--- src/rtl/framer_pkg.sv ---
// Shared types and constants for the block framer.
// The packing here is assumed by block_framer, framer_bank and block_framer_if.
package framer_pkg;

    localparam int SAMPLE_W = 16;
    localparam int LANES    = 4;
    localparam int BUS_W    = SAMPLE_W * LANES;

    // EMIT_ZERO is only reachable when BLOCK_FRAMER_FLUSH_EN is defined.
    typedef enum logic [1:0] {
        FILL,
        EMIT_PREV,
        EMIT_CUR,
        EMIT_ZERO
    } framer_state_t;

    typedef logic [BUS_W-1:0] pcm_word_t;

endpackage

--- src/rtl/block_framer_if.sv ---
// PCM input/output handshake bundle for block_framer.
// The flush/flush_done pair exists only when BLOCK_FRAMER_FLUSH_EN is defined.
interface block_framer_if;
    import framer_pkg::*;

    logic      in_valid;
    logic      in_ready;
    pcm_word_t dataBusIn;
    logic      out_valid;
    logic      out_ready;
    pcm_word_t dataBusOut;
    logic      out_first;
    logic      out_last;
`ifdef BLOCK_FRAMER_FLUSH_EN
    logic      flush;
    logic      flush_done;

    modport master (
        output in_valid, dataBusIn, out_ready, flush,
        input  in_ready, out_valid, dataBusOut, out_first, out_last, flush_done
    );

    modport slave (
        input  in_valid, dataBusIn, out_ready, flush,
        output in_ready, out_valid, dataBusOut, out_first, out_last, flush_done
    );
`else
    modport master (
        output in_valid, dataBusIn, out_ready,
        input  in_ready, out_valid, dataBusOut, out_first, out_last
    );

    modport slave (
        input  in_valid, dataBusIn, out_ready,
        output in_ready, out_valid, dataBusOut, out_first, out_last
    );
`endif

endinterface

--- src/rtl/framer_bank.sv ---
// Two half-block banks: one synchronous write port, one combinational read port.
// Contents are deliberately not reset; the framer masks stale data itself.
module framer_bank
    import framer_pkg::*;
#(
    parameter int HALF_WORDS = 4,
    localparam int IDX_W     = $clog2(HALF_WORDS)
) (
    input  logic             clock,
    input  logic             wr_en,
    input  logic             wr_bank,
    input  logic [IDX_W-1:0] wr_idx,
    input  pcm_word_t        wr_data,
    input  logic             rd_bank,
    input  logic [IDX_W-1:0] rd_idx,
    output pcm_word_t        rd_data
);

    pcm_word_t mem [2][HALF_WORDS];

    always_ff @(posedge clock) begin
        if (wr_en) begin
            mem[wr_bank][wr_idx] <= wr_data;
        end
    end

    assign rd_data = mem[rd_bank][rd_idx];

endmodule

--- src/rtl/block_framer.sv ---
// Splits a PCM word stream into 50%-overlapped blocks (previous half, then current half).
// Define BLOCK_FRAMER_FLUSH_EN to add a flush input that emits a zero-padded final block.
module block_framer
    import framer_pkg::*;
#(
    parameter int HALF_WORDS = 4,
    parameter int ZERO_FIRST = 1
) (
    input  logic           clock,
    input  logic           reset,
    block_framer_if.slave  bus
);

    localparam int               IDX_W    = $clog2(HALF_WORDS);
    localparam logic [IDX_W-1:0] LAST_IDX = IDX_W'(HALF_WORDS - 1);

    framer_state_t    state, state_n;
    logic             cur, cur_n;
    logic [IDX_W-1:0] wr_idx, wr_n;
    logic [IDX_W-1:0] rd_idx, rd_n;
    logic             prev_valid, pv_n;
    logic             in_acc, out_acc;
    logic             rd_bank;
    pcm_word_t        rd_data;
    pcm_word_t        data_n;
`ifdef BLOCK_FRAMER_FLUSH_EN
    logic             flushing, fl_n;
    logic             done_n;
`endif

    assign in_acc  = bus.in_valid & bus.in_ready;
    assign out_acc = bus.out_valid & bus.out_ready;

    framer_bank #(.HALF_WORDS(HALF_WORDS)) u_bank (
        .clock   (clock),
        .wr_en   (in_acc),
        .wr_bank (cur),
        .wr_idx  (wr_idx),
        .wr_data (bus.dataBusIn),
        .rd_bank (rd_bank),
        .rd_idx  (rd_n),
        .rd_data (rd_data)
    );

    always_comb begin
        state_n = state;
        cur_n   = cur;
        wr_n    = wr_idx;
        rd_n    = rd_idx;
        pv_n    = prev_valid;
`ifdef BLOCK_FRAMER_FLUSH_EN
        fl_n    = flushing;
        done_n  = 1'b0;
`endif
        case (state)
            FILL: begin
                if (in_acc) begin
                    if (wr_idx == LAST_IDX) begin
                        wr_n = '0;
                        if (prev_valid || (ZERO_FIRST != 0)) begin
                            state_n = EMIT_PREV;
                        end else begin
                            cur_n = ~cur;
                            pv_n  = 1'b1;
                        end
                    end else begin
                        wr_n = wr_idx + IDX_W'(1);
                    end
                end
`ifdef BLOCK_FRAMER_FLUSH_EN
                // An accepted word always wins, so a flush can never drop input.
                else if (bus.flush && (wr_idx == '0) && prev_valid) begin
                    state_n = EMIT_PREV;
                    fl_n    = 1'b1;
                end
`endif
            end
            EMIT_PREV: begin
                if (out_acc) begin
                    if (rd_idx == LAST_IDX) begin
                        rd_n    = '0;
                        state_n = EMIT_CUR;
`ifdef BLOCK_FRAMER_FLUSH_EN
                        if (flushing) begin
                            state_n = EMIT_ZERO;
                        end
`endif
                    end else begin
                        rd_n = rd_idx + IDX_W'(1);
                    end
                end
            end
            EMIT_CUR: begin
                if (out_acc) begin
                    if (rd_idx == LAST_IDX) begin
                        rd_n    = '0;
                        cur_n   = ~cur;
                        pv_n    = 1'b1;
                        state_n = FILL;
                    end else begin
                        rd_n = rd_idx + IDX_W'(1);
                    end
                end
            end
            default: begin
`ifdef BLOCK_FRAMER_FLUSH_EN
                if (out_acc) begin
                    if (rd_idx == LAST_IDX) begin
                        rd_n    = '0;
                        pv_n    = 1'b0;
                        fl_n    = 1'b0;
                        done_n  = 1'b1;
                        state_n = FILL;
                    end else begin
                        rd_n = rd_idx + IDX_W'(1);
                    end
                end
`else
                state_n = FILL;
`endif
            end
        endcase
    end

    // Outputs are registered, so the read port looks ahead at the next state and index.
    always_comb begin
        rd_bank = (state_n == EMIT_PREV) ? ~cur_n : cur_n;
        data_n  = '0;
        case (state_n)
            EMIT_PREV: data_n = prev_valid ? rd_data : '0;
            EMIT_CUR:  data_n = rd_data;
            default:   data_n = '0;
        endcase
    end

    always_ff @(posedge clock) begin
        if (!reset) begin
            state          <= FILL;
            cur            <= 1'b0;
            wr_idx         <= '0;
            rd_idx         <= '0;
            prev_valid     <= 1'b0;
            bus.in_ready   <= 1'b1;
            bus.out_valid  <= 1'b0;
            bus.out_first  <= 1'b0;
            bus.out_last   <= 1'b0;
            bus.dataBusOut <= '0;
`ifdef BLOCK_FRAMER_FLUSH_EN
            flushing       <= 1'b0;
            bus.flush_done <= 1'b0;
`endif
        end else begin
            state          <= state_n;
            cur            <= cur_n;
            wr_idx         <= wr_n;
            rd_idx         <= rd_n;
            prev_valid     <= pv_n;
            bus.in_ready   <= (state_n == FILL);
            bus.out_valid  <= (state_n != FILL);
            bus.out_first  <= (state_n == EMIT_PREV) && (rd_n == '0);
            bus.out_last   <= ((state_n == EMIT_CUR) || (state_n == EMIT_ZERO)) && (rd_n == LAST_IDX);
            bus.dataBusOut <= data_n;
`ifdef BLOCK_FRAMER_FLUSH_EN
            flushing       <= fl_n;
            bus.flush_done <= done_n;
`endif
        end
    end

endmodule

--- src/flat_wrapper.sv ---
// flat-port wrapper written by rule: the top's interface ports become plain ports
module block_framer_flat import framer_pkg::*;
#(
    parameter int HALF_WORDS = 4,
    parameter int ZERO_FIRST = 1
)
  (clock, reset, bus_in_valid, bus_dataBusIn, bus_out_ready, bus_in_ready, bus_out_valid, bus_dataBusOut, bus_out_first, bus_out_last);
  block_framer_if bus_i ();
  input  logic clock;
  input  logic reset;
  input wire logic [$bits(bus_i.in_valid)-1:0] bus_in_valid;
  input wire logic [$bits(bus_i.dataBusIn)-1:0] bus_dataBusIn;
  input wire logic [$bits(bus_i.out_ready)-1:0] bus_out_ready;
  output wire logic [$bits(bus_i.in_ready)-1:0] bus_in_ready;
  output wire logic [$bits(bus_i.out_valid)-1:0] bus_out_valid;
  output wire logic [$bits(bus_i.dataBusOut)-1:0] bus_dataBusOut;
  output wire logic [$bits(bus_i.out_first)-1:0] bus_out_first;
  output wire logic [$bits(bus_i.out_last)-1:0] bus_out_last;
  assign bus_i.in_valid = bus_in_valid;
  assign bus_i.dataBusIn = bus_dataBusIn;
  assign bus_i.out_ready = bus_out_ready;
  assign bus_in_ready = bus_i.in_ready;
  assign bus_out_valid = bus_i.out_valid;
  assign bus_dataBusOut = bus_i.dataBusOut;
  assign bus_out_first = bus_i.out_first;
  assign bus_out_last = bus_i.out_last;
  block_framer #(.HALF_WORDS(HALF_WORDS), .ZERO_FIRST(ZERO_FIRST)) u_core (.clock(clock), .reset(reset), .bus(bus_i));
endmodule
--- config.mk ---
export PLATFORM = sky130hd
export DESIGN_NAME = block_framer_flat
export DESIGN_NICKNAME = d
export VERILOG_FILES = /design/src/rtl/framer_pkg.sv /design/src/rtl/block_framer_if.sv /design/src/rtl/framer_bank.sv /design/src/rtl/block_framer.sv /design/src/flat_wrapper.sv
export SDC_FILE = /design/constraint.sdc
export NUM_CORES = 1
export LEC_CHECK = 0
export CORE_ASPECT_RATIO = 0.9
export CORE_MARGIN = 2
export CORE_UTILIZATION = 63
export DETAILED_ROUTE_END_ITERATION = 8
export PLACE_DENSITY_LB_ADDON = 0.05
export SYNTH_ARGS = -nofsm -noshare
export SYNTH_HDL_FRONTEND = slang
export SYNTH_SLANG_ARGS = --single-unit
--- constraint.sdc ---
create_clock -name clock -period 18.78 [get_ports clock]
set_clock_uncertainty 0.2 [all_clocks]
set_input_delay 1.878 -clock clock [delete_from_list [all_inputs] [get_ports clock]]
set_output_delay 1.878 -clock clock [all_outputs]
set_load 0.01 [all_outputs]
---- Yosys cells after proc, flatten, opt, wreduce, memory -nomap -nowiden ----
Memory sizes are Yosys's and may differ from the RTL's.
Cells that the tools add are included.
cells by class
  $add $sub $neg .......................... 2
  $mul .................................... 0
  divide/modulo/power cells ............... 0
  $lt $le $gt $ge ......................... 3
  equal/unequal tests ..................... 8
  shift operators ......................... 0
  mux-type cells .......................... 24
  bitwise logic cells ..................... 6
  reductions and logical operators ........ 11
operator list
  cell                   number
  $mux W256              1
  $mux W64               4
  $bmux W64 S2           1
  $demux W64 S2          1
  $pmux W64 S2           1
  $mux W2                10
  $eq A2 B2 Y1 const B   6
  $ge A3 B3 Y1 const B   2
  $logic_not A2 Y1       3
  $not A2 Y3             2
  $pmux W2 S3            1
  $mux W1                5
  $add A2 B1 Y2 const B  2
  $eq A2 B1 Y1 const B   2
  $logic_and A1 B1 Y1    3
  $lt A3 B1 Y1 const B   1
  $reduce_and A3 Y1      1
  $and A1 B1 Y1          2
  $not A1 Y1             2
  $reduce_and A2 Y1      1
  $reduce_bool A2 Y1     1
  $reduce_or A2 Y1       1
  $logic_or A1 B1 Y1     1
storage, ports and cells
  register bits after elaboration ......... 76
  latch bits .............................. 0
  RAM bits ................................ 512
  ROM bits ................................ 0
  input port bits ......................... 68
  output and inout port bits .............. 68
  word-level logic and storage cells ...... 65
  memories kept ........................... 1
memories
  memory             depth  width  rd ports  clocked after memory_dff  wr ports  line               text
  u_core.u_bank.mem  2      256    1         0                         1         framer_bank.sv:19  pcm_word_t mem [2][HALF_WORDS];

---- Longest topological paths before layout ----
An unclocked memory read counts as a cell.
  depth in word-level cells ............... 12
  mapped depth ............................ 13
  depth with buffers taken out ............ 11

---- By module ----
From an unflattened synthesis, not the netlist that was laid out.
unflattened totals
  cells, all modules ...................... 960
  area total of the unflattened synthesis .. 21,658.3 um^2
modules (own cells, without submodules)
  module        instances  cells each  area each (um^2)  sequential area each (um^2)
  framer_bank   1          752         19,266.0          15,374.7
  block_framer  1          208         2,392.3           1,521.5

---- Worst setup path before layout ----
No wires, ideal clock.
  kind .................................... input to register
  start ................................... input bus_in_valid
  end ..................................... memory u_core.u_bank.mem[0][192] (netlist name) (enable)
  library setup time ...................... 0.578 ns
  arrival ................................. 6.659 ns
  required time ........................... 18.002 ns
  path slack .............................. 11.344 ns
  cell stages on the path ................. 2
  path buffers ............................ 0
  cells stage by stage .................... nand2_1 -> nor3b_1
between the ends
  cells in the longest elaborated chain, start to end .. 3
RTL lines
  item                             line                text
  from (decl)                      flat_wrapper.sv:11  input wire logic [$bits(bus_i.in_valid)-1:0] bus_in_valid;
  $and A1 B1 Y1                    block_framer.sv:31  assign in_acc = bus.in_valid & bus.in_ready;
  $mux W1                          framer_bank.sv:22   if (wr_en) begin
  $mux W256 (not written as such)  framer_bank.sv:23   mem[wr_bank][wr_idx] <= wr_data;
  to (decl)                        framer_bank.sv:19
No other way between the ends.

---- Final worst setup path ----
  start ................................... input bus_out_ready
  end ..................................... register u_core.bus.dataBusOut[18]
between the ends
  cells in the longest elaborated chain, start to end .. 11
  elaborated cells between the ends (all ways) .. 19
  those cells by class .................... eq/ne (2); mux (13); bitwise (3); memory (1)
RTL lines
  item                                               line                                      text
  from (decl)                                        flat_wrapper.sv:13                        input wire logic [$bits(bus_i.out_ready)-1:0] bus_out_ready;
  $and A1 B1 Y1 (*)                                  block_framer.sv:32                        assign out_acc = bus.out_valid & bus.out_ready;
  $mux W2, or another cell as far along              block_framer.sv:94                        if (out_acc) begin
  $pmux W2 S3 / $mux W1 (equally long branches)      --
  $eq A2 B1 Y1 / $not A1 Y1 (equally long branches)  block_framer.sv:127, block_framer.sv:129
  $mux W1                                            block_framer.sv:127                       rd_bank = (state_n == EMIT_PREV) ? ~cur_n : cur_n;
  $mem_v2 Z2 W256                                    --
  $bmux W64 S2                                       framer_bank.sv:27                         assign rd_data = mem[rd_bank][rd_idx];
  $mux W64 (not written as such) (2 in series)       framer_bank.sv:27
  $mux W64                                           block_framer.sv:130                       EMIT_PREV: data_n = prev_valid ? rd_data : '0;
  $pmux W64 S2 (*)                                   block_framer.sv:129                       case (state_n)
  to (signal assigned)                               block_framer.sv:162                       bus.dataBusOut <= data_n;
  to (decl)                                          block_framer_if.sv:35                     output in_ready, out_valid, dataBusOut, out_first, out_last
Every way passes the cells marked *; elsewhere a longest branch is shown, timed or not. The select of a mux whose other input is x is not followed.
A chain may end at the register's enable or synchronous reset.

==> results.json <==
{
  "status": "finished clean",
  "clk_latency_ns": 0.58,
  "cp-startpoint": "bus_out_ready",
  "synth_area_sq_um": 22300,
  "totalWireLength_um": 41800,
  "port_buffers": 135,
  "ys_seq_area_share_pct": 75.9,
  "synth_top_area_share_pct": 69.1,
  "htreeDepth": 2,
  "wire_per_inst_um": 22.7,
  "synth_edf_count": 512,
  "yosys_warnings": 0,
  "area_growth_pct": 15.0,
  "fill_cells": 2159,
  "r2r_start": "u_core.rd_idx[0]$_SDFF_PN0_",
  "async_flop_share_pct": 0,
  "slew_viol_final": 0,
  "cts_made_buffers": 55,
  "core_area_sq_um": 35000,
  "crit_type": "in -> reg",
  "power.leakage_nw": 9.22,
  "grt-ovfl-total": 0,
  "fin_crit_ns": 5.54,
  "start_util_pct": 63.6,
  "drive_above_1_share_pct": 13.1,
  "ios": 136,
  "drc": 0,
  "slew_headroom_pct": 25.0,
  "ff2ff_setup_slack_ns": 14.44,
  "synth_largest_area_cell": "edfxtp_1",
  "ant_nets": 0,
  "grt_pass1_vias": 10800,
  "drt_iter0_markers": 745,
  "netlist_top_cells_area": "edfxtp_1 (69%), mux2i_1 (12%), dfxtp_1 (6.8%), o22ai_1 (2.6%), mux2_2 (2.3%)",
  "synthTopCellsByCount": "edfxtp_1 (512), mux2i_1 (257), o22ai_1 (91)",
  "power_mw": 2.62,
  "hp-start": "u_core.prev_valid$_SDFFE_PN0P_",
  "core.rowCount": 65,
  "peakVddDrop_mv": 0.0804,
  "fp.dieW_um": 202,
  "syn_area_per_cell_sq_um": 19.0,
  "crit_fanout": 132,
  "endpoint_kind": "flip-flop",
  "fmax_mhz": 180,
  "finalHoldViolCount": 0,
  "tns_ns": 0,
  "cap_viol_max_count": 0,
  "post-cts-setup-buffer-count": 0,
  "setup_viol": 0,
  "first_pass_iters": 7,
  "synth_cell_types": 37,
  "ys_seq_elements": 588,
  "yosysMostFrequentCell": "edfxtp_1",
  "start_kind": "input pin",
  "worstPathArrival_ns": 5.81,
  "tightest_slew_ns": 1.12,
  "gp_congestion": 0.756,
  "synth_ff_type": "edfxtp_1",
  "antenna_found_initial": 1,
  "dr_total_vias": 10700,
  "nets": 1405,
  "cts.path.max_buffers": 3,
  "grt_max_degree": 133,
  "synth_nets": 1252,
  "via_per_inst": 5.82,
  "required_ns": 19.05,
  "powerDensity_nw_per_um2": 102,
  "grt_setup_unrepaired": "no",
  "dp_hpwl_um": 20900,
  "grt_pass1_wl_um": 63100,
  "die-area_sq_um": 36900,
  "ctsResizeCount": 0,
  "cts_hold_buf": 0,
  "ff_latch_area_sq_um": 16900,
  "ctsRootBufferMaster": "clkbuf_16",
  "grtUsageTotal_pct": 22.8,
  "tritoncts": "done",
  "dieHeight_um": 182,
  "multi_input_area_sq_um": 4810,
  "synthCells": 1171,
  "hold_path_class": "reg -> reg",
  "period_share_pct": 29.5,
  "cts_sinks": 588,
  "clk_pin_slew_ns": 0.06
}
power by group:
part / switching, mW / leakage (nW) / internal (mW)
combinational: 0.0476 / 3.08 / 0.0351
sequential: 0.00545 / 5.26 / 1.45
clock: 0.450 / 0.871 / 0.638
total: 0.503 / 9.22 / 2.12
routing by layer:
metal | up-vias | part of all wire [%] | track usage, %
met5 | - | 0 | 0
met4 | 0 | 2.5 | 7.36
met3 | 76 | 5.8 | 4.21
met2 | 293 | 49 | 38.4
met1 | 5398 | 42 | 30.7
li1 | 4945 | - | -
cell type report:
| cell class | instances | area share (%) |
|---|---|---|
| Sequential cell | 588 | 66.0 |
| Tap cell | 469 | 2.29 |
| Clock inverter | 33 | 1.32 |
| Multi-Input combinational cell | 518 | 18.8 |
| Antenna cell | 2 | 0.0195 |
| Clock buffer | 69 | 5.62 |
| Inverter | 9 | 0.132 |
| Timing Repair Buffer | 152 | 5.82 |
sequential cells by signal, summed over array words and instances, names as in the netlist:
register and flops:
u_core.state 2, u_core.prev_valid 1, u_core.rd_idx 2, u_core.bus.out_last 1
u_core.cur 1, u_core.bus.dataBusOut 64, u_core.bus.in_ready 1, u_core.u_bank.mem 512
u_core.wr_idx 2, u_core.bus.out_valid 1, u_core.bus.out_first 1
path summary, 6_finish.rpt:
path                                                to  depth (start not counted)
setup / recovery  u_core.bus.dataBusOut[18]$_SDFF_PN0_                         13
hold / removal          u_core.prev_valid$_SDFFE_PN0P_                          2
hold reg to reg         u_core.prev_valid$_SDFFE_PN0P_                          2
setup reg to reg  u_core.bus.dataBusOut[18]$_SDFF_PN0_                         13
through the flow:
step                utilization (%)  area (sq um)  setup WS, ns  cells  hold slack [ns]
floorplan                         -         22300         11.34   1171            0.226
global placement               68.1         23800         12.86   1736            0.243
detailed placement             68.1         23800         12.72   1736            0.263
CTS                            73.2         25600         13.33   1838            0.273
global route                   73.2         25600         13.02   1838            0.290
finish                         73.2         25600         13.24   1840            0.276
placed cells by master, fill, tap and decap left out, types with 12 or more instances in the layout:
master	netlist	routed
clkbuf_16	0	55
clkbuf_1	8	13
clkdlybuf4s50_1	0	135
dfxtp_1	76	76
buf_4	8	16
o22ai_1	91	91
clkinv_1	0	12
ha_1	13	13
mux2i_1	257	257
edfxtp_1	512	512
o21a_1	38	38
mux2_2	45	45
kinds of logic after synthesis:
group	after synthesis	share of synthesized area, %
mux	315	14.7
compound gates	148	4.61
simple gates	39	0.978
flops	588	75.9
fa+ha+maj	13	0.731
xor+xnor	3	0.287
buf+inv	65	2.74
critical path, cell delays in order:
cell             delay [ns]
clkdlybuf4s50_1        0.57
nand3_1                0.14
a21oi_1                0.21
o21ai_0                0.14
nand2b_1               0.17
ha_1                   0.34
xnor2_4                0.17
xnor2_4                0.14
buf_4                  0.50
buf_12                 0.65
mux2i_1                0.30
o22ai_1                0.11
o21a_1                 0.23
No activity file was read; power rests on OpenSTA's default activity.
==> variant: new RTL, config.mk and constraints unchanged <==
`ZERO_FIRST` is set to 1 in 2 places; all go to 0.
--- a/src/rtl/block_framer.sv
+++ b/src/rtl/block_framer.sv
@@ -6,3 +6,3 @@
     parameter int HALF_WORDS = 4,
-    parameter int ZERO_FIRST = 1
+    parameter int ZERO_FIRST = 0
 ) (
--- a/src/flat_wrapper.sv
+++ b/src/flat_wrapper.sv
@@ -4,3 +4,3 @@
     parameter int HALF_WORDS = 4,
-    parameter int ZERO_FIRST = 1
+    parameter int ZERO_FIRST = 0
 )
Behaviour: no difference found for any inputs over 4 cycles, from zero or initial values and one cycle with reset low; that may be too few to reach the edited logic, so the function may still have changed.
==> variant against the unedited design <==
Worst setup slack worse by 1.3 ns. Count of clock-buffer cells in the layout increased by 16. Wire length up 17%. Register-to-register slack got worse by 1.2 ns. First-iteration DRC count grew 72%. Total power decreased by 1.4%. Cell area grew 0.58%. Synthesized area increased by 0.87%. Sequential cell count did not move. Critical path type unchanged. Largest power group unchanged.
==> variant: results <==
timing:
  min_period_ns: 6.89
  worst_pin_slew_ns: 1.17
  whs_ns: 0.267
min_path:
  whs_path_depth: 2
  min_from: "u_core.u_bank.mem[0][78]$_DFFE_PP_"
  holdPathEnd: "u_core.bus.dataBusOut[14]$_SDFF_PN0_"
  hold_path_class: "reg2reg"
pwr:
  p_int_mw: 2.08
  vdd_drop_max_v: 0.0000935
  power_frac_comb: 0.022
  p_leak_nw: 8.54
  total_power_mw: 2.58
  p_seq_mw: 1.45
grt:
  grt_start_max_net_pins: 148
  grtUsageMet3: 0.0457
  grt_use_total: 0.263
  met1_usage: 0.370
  grt_pass1_vias: 12700
  use_met2: 0.437
  antenna_found_initial: 3
  grt_pass1_wl_mm: 74.1
setup_path:
  critPathArrivalTime_ns: 7.12
  crit_fanout: 147
  crit_end: "u_core.bus.dataBusOut[15]$_SDFF_PN0_"
  cpPeakStageDelay_ns: 0.78
  crit_family: "buffers and inverters"
  critPathSlowestCell: "buf_4"
  ff2ff_setup_slack_ns: 13.21
  rr_worst_depth: 15
  reg2reg_from: "u_core.state[1]$_SDFF_PN0_"
  critPathLaunch: "bus_in_valid"
route:
  viasPerCell: 6.59
  drtPass1Iterations: 5
  drt-initial-drc-count: 1281
  wl_mm: 49.0
clock_tree:
  numCtsBuffers: 55
  ctsLongestPathBuffers: 3
  root_buffer: "clkbuf_16"
  cts_resized: 0
  clk_pin_slew_ns: 0.06
  cts_setup_buffers: 0
layout:
  post_route_cells_drive_above_1_share: 0.0801
  reg_top3: "u_core.u_bank.mem (512), u_core.bus.dataBusOut (64)"
  layoutNonFillerInstCount: 1981
placed_design:
  place_ws_ns: 11.40
  dpl_cell_area_mm2: 0.0240
  dp.cells: 1877
  dp_hpwl_mm: 22.9
  routabilityCongestion: 0.773
synth:
  synth_warnings: 0
  synth_common_cells: "edfxtp_1, a31oi_1, and4_1, dfxtp_1, buf_2"
  synth_edf_count: 512
  syn_nets: 1473
  synthArstFlopShare: 0
  synth.distinct_cells: 37
  synth-seq-area-share: 0.753
  avgSynthCellArea_um2: 16.1
  yosys-top-cells-area: "edfxtp_1, and4_1, a31oi_1"
outcome:
  status: "finished, final reports clean"
variant: layout make-up:
cell class | count | area [um^2]
Fill cell | 2196 | 9300
Tap cell | 469 | 587
Multi-Input combinational cell | 655 | 4950
Timing Repair Buffer | 157 | 1520
Sequential cell | 588 | 16900
Clock buffer | 85 | 1630
Inverter | 8 | 30.0
Antenna cell | 1 | 2.50
Clock inverter | 18 | 136
variant: cell families after synthesis:
family,count (synthesis),share of synthesized area
DFF,588,0.753
and+or+nand+nor,356,0.125
AOI/OAI and AO/OA,270,0.0771
buffers and inverters,149,0.0302
muxes,15,0.00691
adders and majority gates,13,0.00725
xor gates and xnor gates,1,0.000725
variant: metal layers:
| layer | vias to the layer above | routed length (um) |
|---|---|---|
| met3 | 62 | 3260 |
| met5 | - | 13 |
| met4 | 2 | 715 |
| met1 | 6600 | 20600 |
| met2 | 401 | 24500 |
| li1 | 5988 | - |
variant: worst min-delay path, cell delays in order, from the launching register on:
cell,delay (ns)
edfxtp_1,0.32
a31oi_1,0.07
nand4_1,0.05
